<file path="config.mk">
export PLATFORM = sky130hd
export DESIGN_NAME = hazard_fwd_unit
export DESIGN_NICKNAME = d
export VERILOG_FILES = /design/src/rtl/hazard_pkg.sv /design/src/rtl/hazard_match_prio.sv /design/src/rtl/hazard_fwd_unit.sv
export SDC_FILE = /design/constraint.sdc
export NUM_CORES = 1
export LEC_CHECK = 0
export CORE_ASPECT_RATIO = 0.75
export CORE_MARGIN = 10
export CORE_UTILIZATION = 55
export CTS_BUF_LIST = sky130_fd_sc_hd__clkbuf_4
export DETAILED_ROUTE_END_ITERATION = 16
export PLACE_DENSITY_LB_ADDON = 0.1
export SETUP_SLACK_MARGIN = 0.5
export SYNTH_ARGS = -nofsm -noshare
export SYNTH_HDL_FRONTEND = slang
export SYNTH_HIERARCHICAL = 1
export SYNTH_SLANG_ARGS = --single-unit
</file>
<file path="constraint.sdc">
create_clock -name clk -period 5.3 [get_ports clk]
set_clock_uncertainty 0.05 [all_clocks]
set_input_delay 0.53 -clock clk [delete_from_list [all_inputs] [get_ports clk]]
set_output_delay 0.53 -clock clk [all_outputs]
set_load 0.01 [all_outputs]
</file>
<file path="src/rtl/hazard_pkg.sv">
// rtl/hazard_pkg.sv - shared types and constants for the hazard/forwarding unit
package hazard_pkg;

    typedef enum logic [1:0] {
        NO_BRANCH = 2'b00,
        BEZ       = 2'b01,
        BNE       = 2'b10,
        JMP       = 2'b11
    } br_type_e;

    // Control flags of one scoreboard entry; the destination index is kept alongside.
    typedef struct packed {
        logic v;
        logic wb;
        logic ld;
    } sb_flags_t;

    localparam int FWD_RF = 0;

endpackage

</file>
<file path="src/rtl/hazard_match_prio.sv">
// rtl/hazard_match_prio.sv - youngest-producer search over the scoreboard for one source
module hazard_match_prio
    import hazard_pkg::*;
#(
    parameter int REG_W     = 5,
    parameter int DEPTH     = 3,
    parameter int RF_BYPASS = 1,
    parameter int SEL_W     = 2
) (
    input  logic [REG_W-1:0]       i_src,
    input  logic                   i_en,
    input  logic [DEPTH-1:0]       i_v,
    input  logic [DEPTH-1:0]       i_wb,
    input  logic [DEPTH-1:0]       i_ld,
    input  logic [DEPTH*REG_W-1:0] i_dest,
    output logic                   o_hit,
    output logic [SEL_W-1:0]       o_idx,
    output logic                   o_is_load
);

    // With a write-before-read register file the WB entry is already visible to ID.
    localparam int N_CHK = (RF_BYPASS != 0) ? DEPTH - 1 : DEPTH;

    // Scan oldest to youngest so the lowest matching index is the one left standing.
    always_comb begin
        o_hit     = 1'b0;
        o_idx     = '0;
        o_is_load = 1'b0;
        for (int k = DEPTH - 1; k >= 0; k--) begin
            if ((k < N_CHK) && i_en && i_v[k] && i_wb[k] && (i_src != '0) &&
                (i_dest[k*REG_W +: REG_W] == i_src)) begin
                o_hit     = 1'b1;
                o_idx     = SEL_W'(k);
                o_is_load = i_ld[k];
            end
        end
    end

endmodule

</file>
<file path="src/rtl/hazard_fwd_unit.sv">
// rtl/hazard_fwd_unit.sv - ID-stage stall detection and registered EXE forwarding selects
module hazard_fwd_unit
    import hazard_pkg::*;
#(
    parameter int REG_W     = 5,
    parameter int DEPTH     = 3,
    parameter int LOAD_DIST = 2,
    parameter int RF_BYPASS = 1,
    parameter int SEL_W     = 2,
    parameter int CNT_W     = 16
) (
    input  logic             clk,
    input  logic             rst,
    input  logic             ID_Valid,
    input  logic [REG_W-1:0] src1,
    input  logic [REG_W-1:0] src2,
    input  logic             Is_Imm,
    input  logic [1:0]       BR_Type,
    input  logic [REG_W-1:0] ID_Dest,
    input  logic             ID_WB_En,
    input  logic             ID_MEM_R_En,
    input  logic             Flush,
    input  logic             Fwd_En,
    output logic             Stall,
    output logic [SEL_W-1:0] Fwd_Sel1,
    output logic [SEL_W-1:0] Fwd_Sel2,
    output logic [CNT_W-1:0] Stall_Cnt
);

    sb_flags_t [DEPTH-1:0]             r_sb;
    logic      [DEPTH-1:0][REG_W-1:0]  r_dest;
    logic      [SEL_W-1:0]             r_sel1;
    logic      [SEL_W-1:0]             r_sel2;
    logic      [CNT_W-1:0]             r_stall_cnt;

    logic [DEPTH-1:0]       w_v;
    logic [DEPTH-1:0]       w_wb;
    logic [DEPTH-1:0]       w_ld;
    logic [DEPTH*REG_W-1:0] w_dest;
    logic                   w_use2;
    logic                   w_hit1, w_hit2;
    logic [SEL_W-1:0]       w_idx1, w_idx2;
    logic                   w_ld1, w_ld2;
    logic                   w_haz1, w_haz2;
    logic                   w_stall;
    logic                   w_issue;
    logic [SEL_W-1:0]       w_sel1_nxt, w_sel2_nxt;

    always_comb begin
        w_v  = '0;
        w_wb = '0;
        w_ld = '0;
        for (int k = 0; k < DEPTH; k++) begin
            w_v[k]  = r_sb[k].v;
            w_wb[k] = r_sb[k].wb;
            w_ld[k] = r_sb[k].ld;
        end
    end

    assign w_dest = r_dest;
    assign w_use2 = ~Is_Imm | (BR_Type == BNE);

    hazard_match_prio #(
        .REG_W(REG_W), .DEPTH(DEPTH), .RF_BYPASS(RF_BYPASS), .SEL_W(SEL_W)
    ) u_match1 (
        .i_src(src1), .i_en(1'b1), .i_v(w_v), .i_wb(w_wb), .i_ld(w_ld), .i_dest(w_dest),
        .o_hit(w_hit1), .o_idx(w_idx1), .o_is_load(w_ld1)
    );

    hazard_match_prio #(
        .REG_W(REG_W), .DEPTH(DEPTH), .RF_BYPASS(RF_BYPASS), .SEL_W(SEL_W)
    ) u_match2 (
        .i_src(src2), .i_en(w_use2), .i_v(w_v), .i_wb(w_wb), .i_ld(w_ld), .i_dest(w_dest),
        .o_hit(w_hit2), .o_idx(w_idx2), .o_is_load(w_ld2)
    );

    // A load result is only forwardable once it is at least LOAD_DIST stages ahead.
    function automatic logic is_hazard(input logic hit, input logic [SEL_W-1:0] idx,
                                       input logic ld, input logic fwd);
        return hit & (~fwd | (ld & ((int'(idx) + 1) < LOAD_DIST)));
    endfunction

    assign w_haz1  = is_hazard(w_hit1, w_idx1, w_ld1, Fwd_En);
    assign w_haz2  = is_hazard(w_hit2, w_idx2, w_ld2, Fwd_En);
    assign w_stall = ID_Valid & ~Flush & (w_haz1 | w_haz2);
    assign w_issue = ID_Valid & ~w_stall & ~Flush;

    assign w_sel1_nxt = (w_issue & Fwd_En & w_hit1) ? (w_idx1 + SEL_W'(1)) : SEL_W'(FWD_RF);
    assign w_sel2_nxt = (w_issue & Fwd_En & w_hit2) ? (w_idx2 + SEL_W'(1)) : SEL_W'(FWD_RF);

    always_ff @(posedge clk or posedge rst) begin
        if (rst) begin
            r_sb        <= '0;
            r_dest      <= '0;
            r_sel1      <= SEL_W'(FWD_RF);
            r_sel2      <= SEL_W'(FWD_RF);
            r_stall_cnt <= '0;
        end else begin
            for (int k = DEPTH - 1; k > 0; k--) begin
                r_sb[k]   <= r_sb[k-1];
                r_dest[k] <= r_dest[k-1];
            end
            r_sb[0]   <= w_issue ? {1'b1, ID_WB_En, ID_MEM_R_En} : '0;
            r_dest[0] <= w_issue ? ID_Dest : '0;
            r_sel1    <= w_sel1_nxt;
            r_sel2    <= w_sel2_nxt;
            if (w_stall && (r_stall_cnt != '1)) begin
                r_stall_cnt <= r_stall_cnt + CNT_W'(1);
            end
        end
    end

    assign Stall     = w_stall;
    assign Fwd_Sel1  = r_sel1;
    assign Fwd_Sel2  = r_sel2;
    assign Stall_Cnt = r_stall_cnt;

endmodule

</file>
# Yosys cells after proc, flatten, opt, wreduce, memory -nomap -nowiden
# Cells that the tools add are included.
totals:
  out_inout_bits: 21
  wordCells: 76
  ff_bits: 36
  inputBits: 25
classes:
  bitwise_logic: 19
  reduce_logical: 17
  addsub: 5
  n_eq_ne: 6
  n_lt_le_gt_ge: 2
  n_mux: 16
ops:
  columns: ["cell", "count"]
  rows:
  - ["== test 5 bit", 4]
  - ["adder 16 x 1 -> 16 bit (second input constant)", 1]
  - ["inequality test 16 bit (second input constant)", 1]
  - ["logical AND 1 bit", 15]
  - ["bitwise AND 1 bit", 11]
  - ["2-to-1 mux 1 bit", 10]
  - ["nonzero test 5 bit", 2]
  - ["2-to-1 mux 2 bit", 4]
  - ["adder 2 x 1 -> 3 bit (second input constant)", 2]
  - ["< comparator 3 x 2 -> 1 bit (second input constant)", 2]
  - ["2-to-1 mux 5 bit", 1]
  - ["adder 2 x 1 -> 2 bit (second input constant)", 2]
  - ["inverter 1 bit", 4]
  - ["OR 1 bit", 4]
  - ["2-to-1 mux 3 bit", 1]
  - ["== test 2 bit (second input constant)", 1]

# Depth between registers and ports, before layout
depth:
  ltp_word: 21
  mapped_depth: 13

# Cells and area by module
# The synthesis kept the hierarchy.
by_module_without_submodules:
  columns: ["module", "instances", "cells_per_inst", "area_each_um2", "seq_area_each_um2"]
  rows:
  - ["hazard_fwd_unit", 1, 135, 1747.9, 1101.1]
  - ["hazard_match_prio", 2, 26, 190.2, 0.0]

# Least setup slack after synthesis
# No wires, ideal clock.
synth_path:
  path_type: "input -> output"
  from: "in src2[1]"
  to: "out Stall"
  n_path_buf: 1
  t_arrival_ns: 2.456
  cell_stages: 10
  setup_slack_ns: 2.264
  cell_sequence: "or4_1 -> nor2_1 -> or4_4 -> nor2b_2 -> inv_1 -> ha_1 -> a21bo_4 -> a32oi_4 -> buf_6 -> inv_1"
synth_via:
  elab_chain_len: 12
  word_cells_on_any_way: 20
synth_lines:
  columns: ["element", "line", "rtl"]
  rows:
  - ["from (decl)", "hazard_fwd_unit.sv:16", "input logic [REG_W-1:0] src2,"]
  - ["nonzero test 5 bit", "hazard_match_prio.sv:30", "if ((k < N_CHK) && i_en && i_v[k] && i_wb[k] && (i_src != '0) &&"]
  - ["logical AND 1 bit (2 in series)", "hazard_match_prio.sv:30", null]
  - ["2-to-1 mux 1 bit", "hazard_match_prio.sv:30", null]
  - ["2-to-1 mux 2 bit (*)", "hazard_match_prio.sv:30", null]
  - ["via w_idx2[0]", "hazard_fwd_unit.sv:42", "logic [SEL_W-1:0] w_idx1, w_idx2;"]
  - ["adder 2 x 1 -> 3 bit (*)", "hazard_fwd_unit.sv:80", "return hit & (~fwd | (ld & ((int'(idx) + 1) < LOAD_DIST)));"]
  - ["< comparator 3 x 2 -> 1 bit (*)", "hazard_fwd_unit.sv:80", null]
  - ["bitwise AND 1 bit (*)", "hazard_fwd_unit.sv:80", null]
  - ["OR 1 bit (*)", "hazard_fwd_unit.sv:80", null]
  - ["bitwise AND 1 bit (*)", "hazard_fwd_unit.sv:80", null]
  - ["OR 1 bit (*)", "hazard_fwd_unit.sv:85", "assign w_stall = ID_Valid & ~Flush & (w_haz1 | w_haz2);"]
  - ["bitwise AND 1 bit (*)", "hazard_fwd_unit.sv:85", null]
  - ["to (decl)", "hazard_fwd_unit.sv:24", "output logic Stall,"]
# The timed path passes the listed nets; every way through them passes the cells marked *.

# Worst setup path in the final report
layout_path:
  from: "in src1[2]"
  to: "out Stall"
layout_via:
  elab_chain_len: 12
  word_cells_on_any_way: 20
layout_lines:
  columns: ["element", "line", "rtl"]
  rows:
  - ["from (decl)", "hazard_fwd_unit.sv:15", "input logic [REG_W-1:0] src1,"]
  - ["nonzero test 5 bit", "hazard_match_prio.sv:30", null]
  - ["logical AND 1 bit (2 in series)", "hazard_match_prio.sv:30", null]
  - ["2-to-1 mux 1 bit", "hazard_match_prio.sv:30", null]
  - ["2-to-1 mux 2 bit (*)", "hazard_match_prio.sv:30", null]
  - ["via w_idx1[0]", "hazard_fwd_unit.sv:42", null]
  - ["adder 2 x 1 -> 3 bit (*)", "hazard_fwd_unit.sv:80", null]
  - ["< comparator 3 x 2 -> 1 bit (*)", "hazard_fwd_unit.sv:80", null]
  - ["bitwise AND 1 bit (*)", "hazard_fwd_unit.sv:80", null]
  - ["OR 1 bit (*)", "hazard_fwd_unit.sv:80", null]
  - ["bitwise AND 1 bit (*)", "hazard_fwd_unit.sv:80", null]
  - ["OR 1 bit (*)", "hazard_fwd_unit.sv:85", null]
  - ["bitwise AND 1 bit (*)", "hazard_fwd_unit.sv:85", null]
# Marks and branches as above.

==> flow_summary_export.csv <==
group,metric,value,unit
run_status,status,"finished clean",
grt,grt_pass1_vias,1513,
finish,multi_input_area,943,sq um
timing,rsz0062_at_grt,"no",
clock_tree,hold_buffers,0,
drt,wire_per_inst,16.4,microns
timing,fin_crit,4.23,ns
floorplan,core-area,3330,sq um
drt,drt_iter0_markers,110,
finish,mostFrequentLayoutCells,"45 x clkdlybuf4s50_1, 36 x dfrtp_1, 22 x xor2_1, 15 x inv_1, 12 x nor2_1",
placed_design,dp.cells,262,
hold_path,hold_path_end,"r_sb[5]",
finish,fin_nets,257,
setup_path,reg2reg_depth,10,
setup_path,worstPathRequired,4.72,ns
synth,avgSynthCellArea,10.8,sq um
finish,layout-drive-gt1-share,0.100,
grt,met3_usage,0.0475,
hold_path,holdPathStages,0,
setup_path,critPathMaxFanout,16,
timing,hold_violations,0,
clock_tree,cts.sink_count,36,
grt,use_met1,0.190,
floorplan,die_area,6300,sq um
pwr,p_per_area,196,nW/um^2
hold_path,min_from,"r_sb[2]",
synth,synth_warnings,6,
setup_path,r2r-start,"r_dest[7]",
grt,grt_pass1_wl,7.38,mm
timing,tightest_slew,1.12,ns
clock_tree,clk_pin_slew,0.10,ns
clock_tree,htreeDepth,2,
setup_path,path_class,"in -> out",
grt,grt_start_max_net_pins,37,
pwr,p_leak,1.14,nW
clock_tree,clock_path_buffers,2,
timing,setup_viol,0,
synth,syn-instance-count,179,
grt,met2_usage,0.233,
finish,area_growth_syn_to_layout,27.8,%
grt,grt_usage,0.151,
flow_run,maxCapViolCount,0,
clock_tree,cts_tree,"yes",
clock_tree,postCtsResizedCells,0,
setup_path,rrSetupSlack,2.24,ns
timing,relSlewSlack,0.246,
placed_design,io_buffers,45,
setup_path,cp-start-kind,"input pin",
synth,netlist_area,1930,sq um
finish,final_common_cell,"clkdlybuf4s50_1",
floorplan,rows,18,
finish,final_cells,270,
floorplan,start_util,0.578,
placed_design,dp_hpwl,3.57,mm
finish,diodes,0,
pwr,ir_worst_vdd,0.136,mV
drt,avgViaCountPerCell,5.34,
timing,finalCritPeriodShare,0.798,
finish,seq_area,901,sq um
floorplan,ioPinCount,46,
clock_tree,clk_latency,0.35,ns
clock_tree,cts_buffers,5,
drt,vias,1441,
setup_path,setup.worst_path.end_class,"output port",
drt,drc,0,
clock_tree,cts_setup_buffers,0,
finish,fill_cells,245,
floorplan,die_y,71.3,microns
timing,clock.fmax,236,MHz
timing,maxSlewViolCount,0,
drt,drt-total-wl,4.44,mm
grt,grt_overflow,0,
setup_path,timing.rr.end,"Stall_Cnt[1]",
floorplan,die_w,88.4,microns
timing,final.setup.tns,0,ns
clock_tree,cts_root_buffer,"clkbuf_4",
setup_path,critPathArrivalTime,3.65,ns
grt,busiest_layer,"met2",
drt,drtAntennaViolNets,0,
grt,antenna_found_initial,0,
drt,first_pass_iters,4,
placed_design,place_congestion,0.843,
hold_path,hp-class,"reg -> reg",
[registers in the layout, summed over array words and instances, names as in the netlist]
name	count
Fwd_Sel2	2
Stall_Cnt	16
r_dest	10
Fwd_Sel1	2
r_sb	6
[worst max-delay path by stage]
stage | slack [ns] | start | cells after the start | endpoint
finish | 1.07 | src1[2] | 11 | Stall
global route | 0.84 | src1[2] | 11 | Stall
CTS | 1.06 | src2[2] | 11 | Stall
detailed placement | 1.07 | src2[1] | 11 | Stall
global placement | 1.20 | src2[1] | 11 | Stall
floorplan | 2.26 | src2[1] | 10 | Stall
[metrics by stage]
step	setup WS, ns	hold slack (ns)	power, W	area [sq um]	utilization
after global placement	1.20	0.332	0.000338	2410	0.723
final	1.07	0.362	0.000483	2460	0.739
after detailed placement	1.07	0.339	0.000340	2410	0.723
after floorplan	2.26	0.324	0.000313	1930	-
after CTS	1.06	0.365	0.000490	2460	0.739
after global routing	0.836	0.395	0.000505	2460	0.739
[per-layer routing]
metal | wire length, microns | up-vias
li1 | - | 701
met3 | 337 | 12
met2 | 2020 | 49
met1 | 1970 | 679
met5 | 0 | -
met4 | 110 | 0
[final cells by class]
| cell class | instances | area share |
|---|---|---|
| Clock buffer | 6 | 0.0183 |
| Sequential cell | 36 | 0.365 |
| Tap cell | 40 | 0.0203 |
| Clock inverter | 2 | 0.00457 |
| Timing Repair Buffer | 46 | 0.186 |
| Inverter | 15 | 0.0228 |
| Multi-Input combinational cell | 125 | 0.383 |
[worst max-delay path: stages]
cell             delay [ns]
clkdlybuf4s50_1        0.49
xor2_1                 0.19
nor4_1                 0.49
nand3b_1               0.20
nor2b_2                0.17
inv_1                  0.08
ha_1                   0.21
a21bo_2                0.25
a32oi_4                0.46
inv_1                  0.08
clkdlybuf4s50_1        0.50
[where the power goes]
group          switching (W)  internal, W
clock network      0.0000925    0.0000556
registers         0.00000491     0.000280
logic              0.0000221    0.0000282
No activity file was read; power rests on OpenSTA's default activity.
